[src/rtl/kj_pkg.sv]
// Shared K/J line definitions for the sync transmitter and receiver-side checkers.
package kj_pkg;

    typedef enum logic [2:0] {
        IDLE,
        SYNC,
        DATA,
        EOP,
        LAST_J
    } kj_state_e;

    // Line symbol packed as {k, j}
    typedef logic [1:0] kj_sym_t;

    localparam kj_sym_t SYM_K   = 2'b10;
    localparam kj_sym_t SYM_J   = 2'b01;
    localparam kj_sym_t SYM_SE0 = 2'b00;

    localparam int unsigned SYNC_LEN = 8;

    // Index 0 is sent first: K J K J K J K K
    localparam logic [SYNC_LEN-1:0][1:0] SYNC_PATTERN =
        {SYM_K, SYM_K, SYM_J, SYM_K, SYM_J, SYM_K, SYM_J, SYM_K};

    function automatic kj_sym_t toggle_sym(kj_sym_t s);
        return {s[0], s[1]};
    endfunction

endpackage

[src/rtl/kj_sync_tx_if.sv]
// Request/response and line bundle between a frame requester and kj_sync_tx.
interface kj_sync_tx_if #(
    parameter int unsigned DATA_W = 8
);
    logic              start;
    logic [DATA_W-1:0] data;
    logic              busy;
    logic              done;
    logic              tx_k;
    logic              tx_j;
    logic              tx_en;

    modport master (
        output start, data,
        input  busy, done, tx_k, tx_j, tx_en
    );

    modport slave (
        input  start, data,
        output busy, done, tx_k, tx_j, tx_en
    );
endinterface

[src/rtl/kj_nrzi_stuffer.sv]
// NRZI encoder with bit stuffing: holds the line reference and the run-of-ones count.
module kj_nrzi_stuffer
    import kj_pkg::*;
#(
    parameter int unsigned STUFF_LEN = 6
) (
    input  logic    clk,
    input  logic    rst_n,
    input  logic    init,
    input  logic    valid,
    input  logic    bit_in,
    output logic    stuff_c,
    output kj_sym_t sym_c
);
    localparam int unsigned ONES_W = $clog2(STUFF_LEN + 1);

    logic [ONES_W-1:0] ones_q;
    kj_sym_t           line_q;
    logic              eff_bit;

    // A pending stuff forces a 0 (toggle) regardless of the payload bit.
    always_comb begin
        stuff_c = (ones_q == ONES_W'(STUFF_LEN));
        eff_bit = bit_in & ~stuff_c;
        sym_c   = eff_bit ? line_q : toggle_sym(line_q);
    end

    // SYNC always ends on K, so init seeds the NRZI reference with K.
    always_ff @(posedge clk or negedge rst_n) begin
        if (!rst_n) begin
            ones_q <= '0;
            line_q <= SYM_K;
        end else if (init) begin
            ones_q <= '0;
            line_q <= SYM_K;
        end else if (valid) begin
            line_q <= sym_c;
            ones_q <= eff_bit ? ones_q + ONES_W'(1) : '0;
        end
    end

endmodule

[src/rtl/kj_sync_tx.sv]
// K/J sync transmitter: SYNC pattern, NRZI bit-stuffed payload (LSB first), SE0 EOP, then J.
module kj_sync_tx
    import kj_pkg::*;
#(
    parameter int unsigned DATA_W    = 8,
    parameter int unsigned STUFF_LEN = 6,
    parameter int unsigned EOP_SE0   = 2
) (
    input  logic        CLK,
    input  logic        RST,
    kj_sync_tx_if.slave bus
);
    localparam int unsigned BIT_W  = $clog2(DATA_W + 1);
    localparam int unsigned EOP_W  = $clog2(EOP_SE0 + 1);
    localparam int unsigned SIDX_W = $clog2(SYNC_LEN);

    kj_state_e         state_q,    state_d;
    logic [SIDX_W-1:0] sync_idx_q, sync_idx_d;
    logic [EOP_W-1:0]  eop_cnt_q,  eop_cnt_d;
    logic [BIT_W-1:0]  bit_cnt_q,  bit_cnt_d;
    logic [DATA_W-1:0] shreg_q,    shreg_d;
    kj_sym_t           sym_q,      sym_d;
    logic              tx_en_q,    tx_en_d;
    logic              busy_q,     busy_d;
    logic              done_q,     done_d;

    logic    stf_init_c;
    logic    stf_valid_c;
    logic    stf_bit_c;
    logic    stuff_c;
    kj_sym_t stf_sym_c;

    kj_nrzi_stuffer #(
        .STUFF_LEN (STUFF_LEN)
    ) u_stuffer (
        .clk     (CLK),
        .rst_n   (RST),
        .init    (stf_init_c),
        .valid   (stf_valid_c),
        .bit_in  (stf_bit_c),
        .stuff_c (stuff_c),
        .sym_c   (stf_sym_c)
    );

    always_ff @(posedge CLK or negedge RST) begin
        if (!RST) begin
            state_q    <= IDLE;
            sync_idx_q <= '0;
            eop_cnt_q  <= '0;
            bit_cnt_q  <= '0;
            shreg_q    <= '0;
            sym_q      <= SYM_J;
            tx_en_q    <= 1'b0;
            busy_q     <= 1'b0;
            done_q     <= 1'b0;
        end else begin
            state_q    <= state_d;
            sync_idx_q <= sync_idx_d;
            eop_cnt_q  <= eop_cnt_d;
            bit_cnt_q  <= bit_cnt_d;
            shreg_q    <= shreg_d;
            sym_q      <= sym_d;
            tx_en_q    <= tx_en_d;
            busy_q     <= busy_d;
            done_q     <= done_d;
        end
    end

    // Next state computes the symbol driven during the following cycle.
    always_comb begin
        state_d     = state_q;
        sync_idx_d  = sync_idx_q;
        eop_cnt_d   = eop_cnt_q;
        bit_cnt_d   = bit_cnt_q;
        shreg_d     = shreg_q;
        sym_d       = sym_q;
        tx_en_d     = tx_en_q;
        busy_d      = busy_q;
        done_d      = 1'b0;
        stf_init_c  = 1'b0;
        stf_valid_c = 1'b0;
        stf_bit_c   = shreg_q[0];

        case (state_q)
            IDLE: begin
                sym_d   = SYM_J;
                tx_en_d = 1'b0;
                busy_d  = 1'b0;
                if (bus.start) begin
                    state_d    = SYNC;
                    sync_idx_d = '0;
                    bit_cnt_d  = '0;
                    eop_cnt_d  = '0;
                    shreg_d    = bus.data;
                    sym_d      = SYNC_PATTERN[0];
                    tx_en_d    = 1'b1;
                    busy_d     = 1'b1;
                    stf_init_c = 1'b1;
                end
            end

            SYNC: begin
                if (sync_idx_q == SIDX_W'(SYNC_LEN - 1)) begin
                    // Ones count is zero here, so the first payload bit is never a stuff.
                    state_d     = DATA;
                    stf_valid_c = 1'b1;
                    sym_d       = stf_sym_c;
                    shreg_d     = shreg_q >> 1;
                    bit_cnt_d   = bit_cnt_q + BIT_W'(1);
                end else begin
                    sync_idx_d = sync_idx_q + SIDX_W'(1);
                    sym_d      = SYNC_PATTERN[sync_idx_q + SIDX_W'(1)];
                end
            end

            DATA: begin
                if (stuff_c) begin
                    stf_valid_c = 1'b1;
                    sym_d       = stf_sym_c;
                end else if (bit_cnt_q != BIT_W'(DATA_W)) begin
                    stf_valid_c = 1'b1;
                    sym_d       = stf_sym_c;
                    shreg_d     = shreg_q >> 1;
                    bit_cnt_d   = bit_cnt_q + BIT_W'(1);
                end else begin
                    state_d   = EOP;
                    eop_cnt_d = '0;
                    sym_d     = SYM_SE0;
                end
            end

            EOP: begin
                if (eop_cnt_q == EOP_W'(EOP_SE0 - 1)) begin
                    state_d = LAST_J;
                    sym_d   = SYM_J;
                end else begin
                    eop_cnt_d = eop_cnt_q + EOP_W'(1);
                    sym_d     = SYM_SE0;
                end
            end

            LAST_J: begin
                state_d = IDLE;
                sym_d   = SYM_J;
                tx_en_d = 1'b0;
                busy_d  = 1'b0;
                done_d  = 1'b1;
            end

            default: begin
                state_d = IDLE;
                sym_d   = SYM_J;
                tx_en_d = 1'b0;
                busy_d  = 1'b0;
            end
        endcase
    end

    assign bus.tx_k  = sym_q[1];
    assign bus.tx_j  = sym_q[0];
    assign bus.tx_en = tx_en_q;
    assign bus.busy  = busy_q;
    assign bus.done  = done_q;

endmodule

[src/flat_wrapper.sv]
// flat-port wrapper written by rule: the top's interface ports become plain ports
module kj_sync_tx_flat import kj_pkg::*;
#(
    parameter int unsigned DATA_W    = 8,
    parameter int unsigned STUFF_LEN = 6,
    parameter int unsigned EOP_SE0   = 2
)
  (CLK, RST, bus_start, bus_data, bus_busy, bus_done, bus_tx_k, bus_tx_j, bus_tx_en);
  kj_sync_tx_if #(.DATA_W(DATA_W)) bus_i ();
  input  logic CLK;
  input  logic RST;
  input wire logic [$bits(bus_i.start)-1:0] bus_start;
  input wire logic [$bits(bus_i.data)-1:0] bus_data;
  output wire logic [$bits(bus_i.busy)-1:0] bus_busy;
  output wire logic [$bits(bus_i.done)-1:0] bus_done;
  output wire logic [$bits(bus_i.tx_k)-1:0] bus_tx_k;
  output wire logic [$bits(bus_i.tx_j)-1:0] bus_tx_j;
  output wire logic [$bits(bus_i.tx_en)-1:0] bus_tx_en;
  assign bus_i.start = bus_start;
  assign bus_i.data = bus_data;
  assign bus_busy = bus_i.busy;
  assign bus_done = bus_i.done;
  assign bus_tx_k = bus_i.tx_k;
  assign bus_tx_j = bus_i.tx_j;
  assign bus_tx_en = bus_i.tx_en;
  kj_sync_tx #(.DATA_W(DATA_W), .STUFF_LEN(STUFF_LEN), .EOP_SE0(EOP_SE0)) u_core (.CLK(CLK), .RST(RST), .bus(bus_i));
endmodule
[config.mk]
export PLATFORM = sky130hd
export DESIGN_NAME = kj_sync_tx_flat
export DESIGN_NICKNAME = d
export VERILOG_FILES = /design/src/rtl/kj_pkg.sv /design/src/rtl/kj_sync_tx_if.sv /design/src/rtl/kj_nrzi_stuffer.sv /design/src/rtl/kj_sync_tx.sv /design/src/flat_wrapper.sv
export SDC_FILE = /design/constraint.sdc
export NUM_CORES = 1
export LEC_CHECK = 0
export BUFFER_PORTS_ARGS = -buffer_cell sky130_fd_sc_hd__buf_4
export CAP_MARGIN = 40
export CORE_MARGIN = 2
export CORE_UTILIZATION = 60
export DETAILED_ROUTE_END_ITERATION = 7
export PLACE_DENSITY = 0.81
export SETUP_SLACK_MARGIN = 0.3
export SLEW_MARGIN = 20
export SYNTH_ARGS = -nofsm -noshare
export SYNTH_HDL_FRONTEND = slang
export SYNTH_SLANG_ARGS = --single-unit
[constraint.sdc]
create_clock -name CLK -period 3.95 [get_ports CLK]
set_input_delay 0.395 -clock CLK [delete_from_list [all_inputs] [get_ports CLK]]
set_output_delay 0.395 -clock CLK [all_outputs]
set_load 0.005 [all_outputs]
==> impl_metrics.csv <==
group,metric,value,unit
timing,timing.hold.ws,0.250,ns
global_route,antenna_found_initial,0,
job,maxCapViolCount,0,
setup_path,crit_path_max_fanout,22,
final_layout,area_growth_syn_to_layout,12.0,%
clock_network,cts_root_buffer,"clkbuf_4",
timing,setup_tns,0,ns
pwr,p_leak,0.000846,uW
setup_path,critPathCapture,"u_core.shreg_q[2]",
floorplan,ios,16,
global_route,grt_pass1_wl,6130,um
clock_network,clk_pin_slew,0.10,ns
global_route,grt_max_degree,30,
final_layout,seq_area,728,um2
synthesis,syn_nets,184,
timing,max_freq,0.413,GHz
timing,finalHoldViolCount,0,
clock_network,postCtsSetupBuffers,0,
synthesis,syn_area,1650,um2
clock_network,cts_max_level,2,
floorplan,core,2690,um2
setup_path,critPathKind,"flop to flop",
synthesis,synth_warnings,0,
final_layout,layout_commonest_cell,"dfrtp_1",
setup_path,arrival,2.71,ns
clock_network,clk_latency,0.34,ns
floorplan,core.rowCount,19,
detailed_routing,drt.antenna.violating_nets,0,
synthesis,synth_ff_type,"dfrtp_1",
setup_path,worstSetupStartpointType,"flop",
placed_design,place_congestion,0.800,
detailed_routing,drt-initial-drc-count,67,
setup_path,end_kind,"flop",
global_route,grt_util_all_layers,25.0,%
final_layout,fillers,216,
global_route,grt_overflow,0,
timing,clock_skew,0.0158,ns
final_layout,drive_gt1_share,16.1,%
clock_network,cts_tree,"done",
setup_path,crit_start,"u_core.state_q[0]",
timing,timing.final.crit_share,61.3,%
detailed_routing,drc,0,
clock_network,cts_buffers,5,
synthesis,synth-async-reset-ratio,100,%
setup_path,cp_data_required_time,4.24,ns
floorplan,die_h,56.5,um
clock_network,clockBufferDepth,2,
placed_design,port_buffers,15,
worst_hold_path,hold_start,"bus_data[7]",
pwr,pwr_density_cell,766,nW/um2
timing,finalMaxSlewViolations,0,
synthesis,synth-seq-area-share,44.1,%
final_layout,post-route-util,68.9,%
floorplan,die_area,3190,um2
final_layout,fin_nets,199,
final_layout,multi_input_area,830,um2
worst_hold_path,hold_class,"primary input to flop",
synthesis,ys_types,48,
synthesis,avgSynthCellArea,10.1,um2
timing,slew_headroom,48.9,%
detailed_routing,drt-total-wl,3450,um
detailed_routing,dr.pass1.iters,4,
setup_path,worstRegToRegCells,4,
final_layout,mostFrequentLayoutCells,"dfrtp_1, buf_4, nand2_1, nor2_1, inv_1",
placed_design,dp_hpwl,2420,um
floorplan,dieWidth,56.5,um
timing,rsz0062_at_grt,"false",
setup_path,timing.rr.start,"u_core.state_q[0]",
pwr,total_power,1420,uW
setup_path,r2r_slack,1.53,ns
setup_path,r2r_end,"u_core.shreg_q[2]",
clock_network,cts_sinks,29,
synthesis,ys_seq_elements,29,
detailed_routing,vias,1361,
floorplan,initial_core_util,61.5,%
outcome,status,"completed",
detailed_routing,viasPerCell,6.45,
global_route,grt_pass1_vias,1334,
timing,finalSetupViolations,0,
timing,final.min_clock_period,2.42,ns
final_layout,diodes,0,
timing,worstMarginPinSlew,0.766,ns
synthesis,syn_inst,164,
detailed_routing,wl_per_cell,16.3,um
pwr,ir_drop,0.556,mV
synthesis,synth_edf_count,0,
==> worst min-delay path by stage <==
stage               cells past startpoint  slack, ns                   to
floorplan                               0        0.1  u_core.bit_cnt_q[0]
global placement                        1       0.33      u_core.sym_q[1]
detailed placement                      1       0.34      u_core.sym_q[1]
CTS                                     3       0.24    u_core.shreg_q[7]
global route                            3       0.27    u_core.shreg_q[7]
finish                                  3       0.25    u_core.shreg_q[7]
==> power by group <==
part	internal (uW)	switching [uW]	leakage, uW
clock	151	109	0.0000455
sequential	421	118	0.000357
combinational	304	314	0.000444
==> critical path: stages (launching register included) <==
cell and delay [ns]:
dfrtp_1 0.61, nand2b_1 0.32, o32ai_2 0.73, and2_1 0.45
o221a_1 0.26
==> cell usage after synthesis (3+ instances only) <==
cell type   n  area share, %
inv_1      10            2.3
nand2b_1    3            1.1
mux2i_1     3            1.8
a21o_1      3            1.4
a21oi_1     7            2.1
nand2_1    11            2.5
nand3_1     4            1.2
ha_1        9            6.8
a22o_1      5            2.7
o21ai_0     6            1.8
dfrtp_1    27             41
buf_2       3           0.91
nor2_1     11            2.5
nor3_1      5            1.5
clkbuf_1    3           0.68
nand3b_1    8            3.6
o221a_1     7            4.8
nand4_1     3            1.1
==> through the flow <==
step | cell area [um2] | setup slack, ns | std cells
finish | 1850 | 1.53 | 211
global route | 1850 | 1.31 | 211
CTS | 1850 | 1.56 | 211
detailed placement | 1760 | 1.57 | 202
global placement | 1750 | 1.67 | 201
floorplan | 1650 | 2.14 | 164
==> cell type report <==
cell class                      count  share of cell area, %
Inverter                           11                   2.23
Sequential cell                    29                   39.4
Clock inverter                      1                   1.62
Clock buffer                        7                   2.97
Tap cell                           31                   2.10
Multi-Input combinational cell    115                   44.8
Timing Repair Buffer               17                   6.90
==> cell families (layout without fill, tap and decap cells) <==
kind of cell | after synthesis | after routing | share of synthesized area [%]
mux | 4 | 4 | 2.50
compound gates | 46 | 46 | 22.0
fa+ha+maj | 9 | 9 | 6.82
simple gates | 56 | 56 | 18.9
flops | 29 | 29 | 44.1
buf+inv | 20 | 36 | 5.68
==> per-layer routing <==
layer	GRT usage (%)	part of all wire, %
met1	32.4	42
met2	38.7	51
met3	7.60	5.5
met4	10.5	1.5
met5	0	0
==> registers in the layout (all words and copies together), names as in the netlist <==
name                     count
u_core.bit_cnt_q             4
u_core.eop_cnt_q             2
u_core.u_stuffer.line_q      2
u_core.sync_idx_q            3
u_core.sym_q                 2
u_core.bus.busy              1
u_core.bus.done              1
u_core.u_stuffer.ones_q      3
u_core.state_q               3
u_core.shreg_q               8
==> what timing repair did <==
action,4_1_cts,5_1_grt
hold buffers,1,0
resized for setup,0,0
endpoints found under the hold margin,27,0
Note: power is estimated with default switching activity, not from simulation.
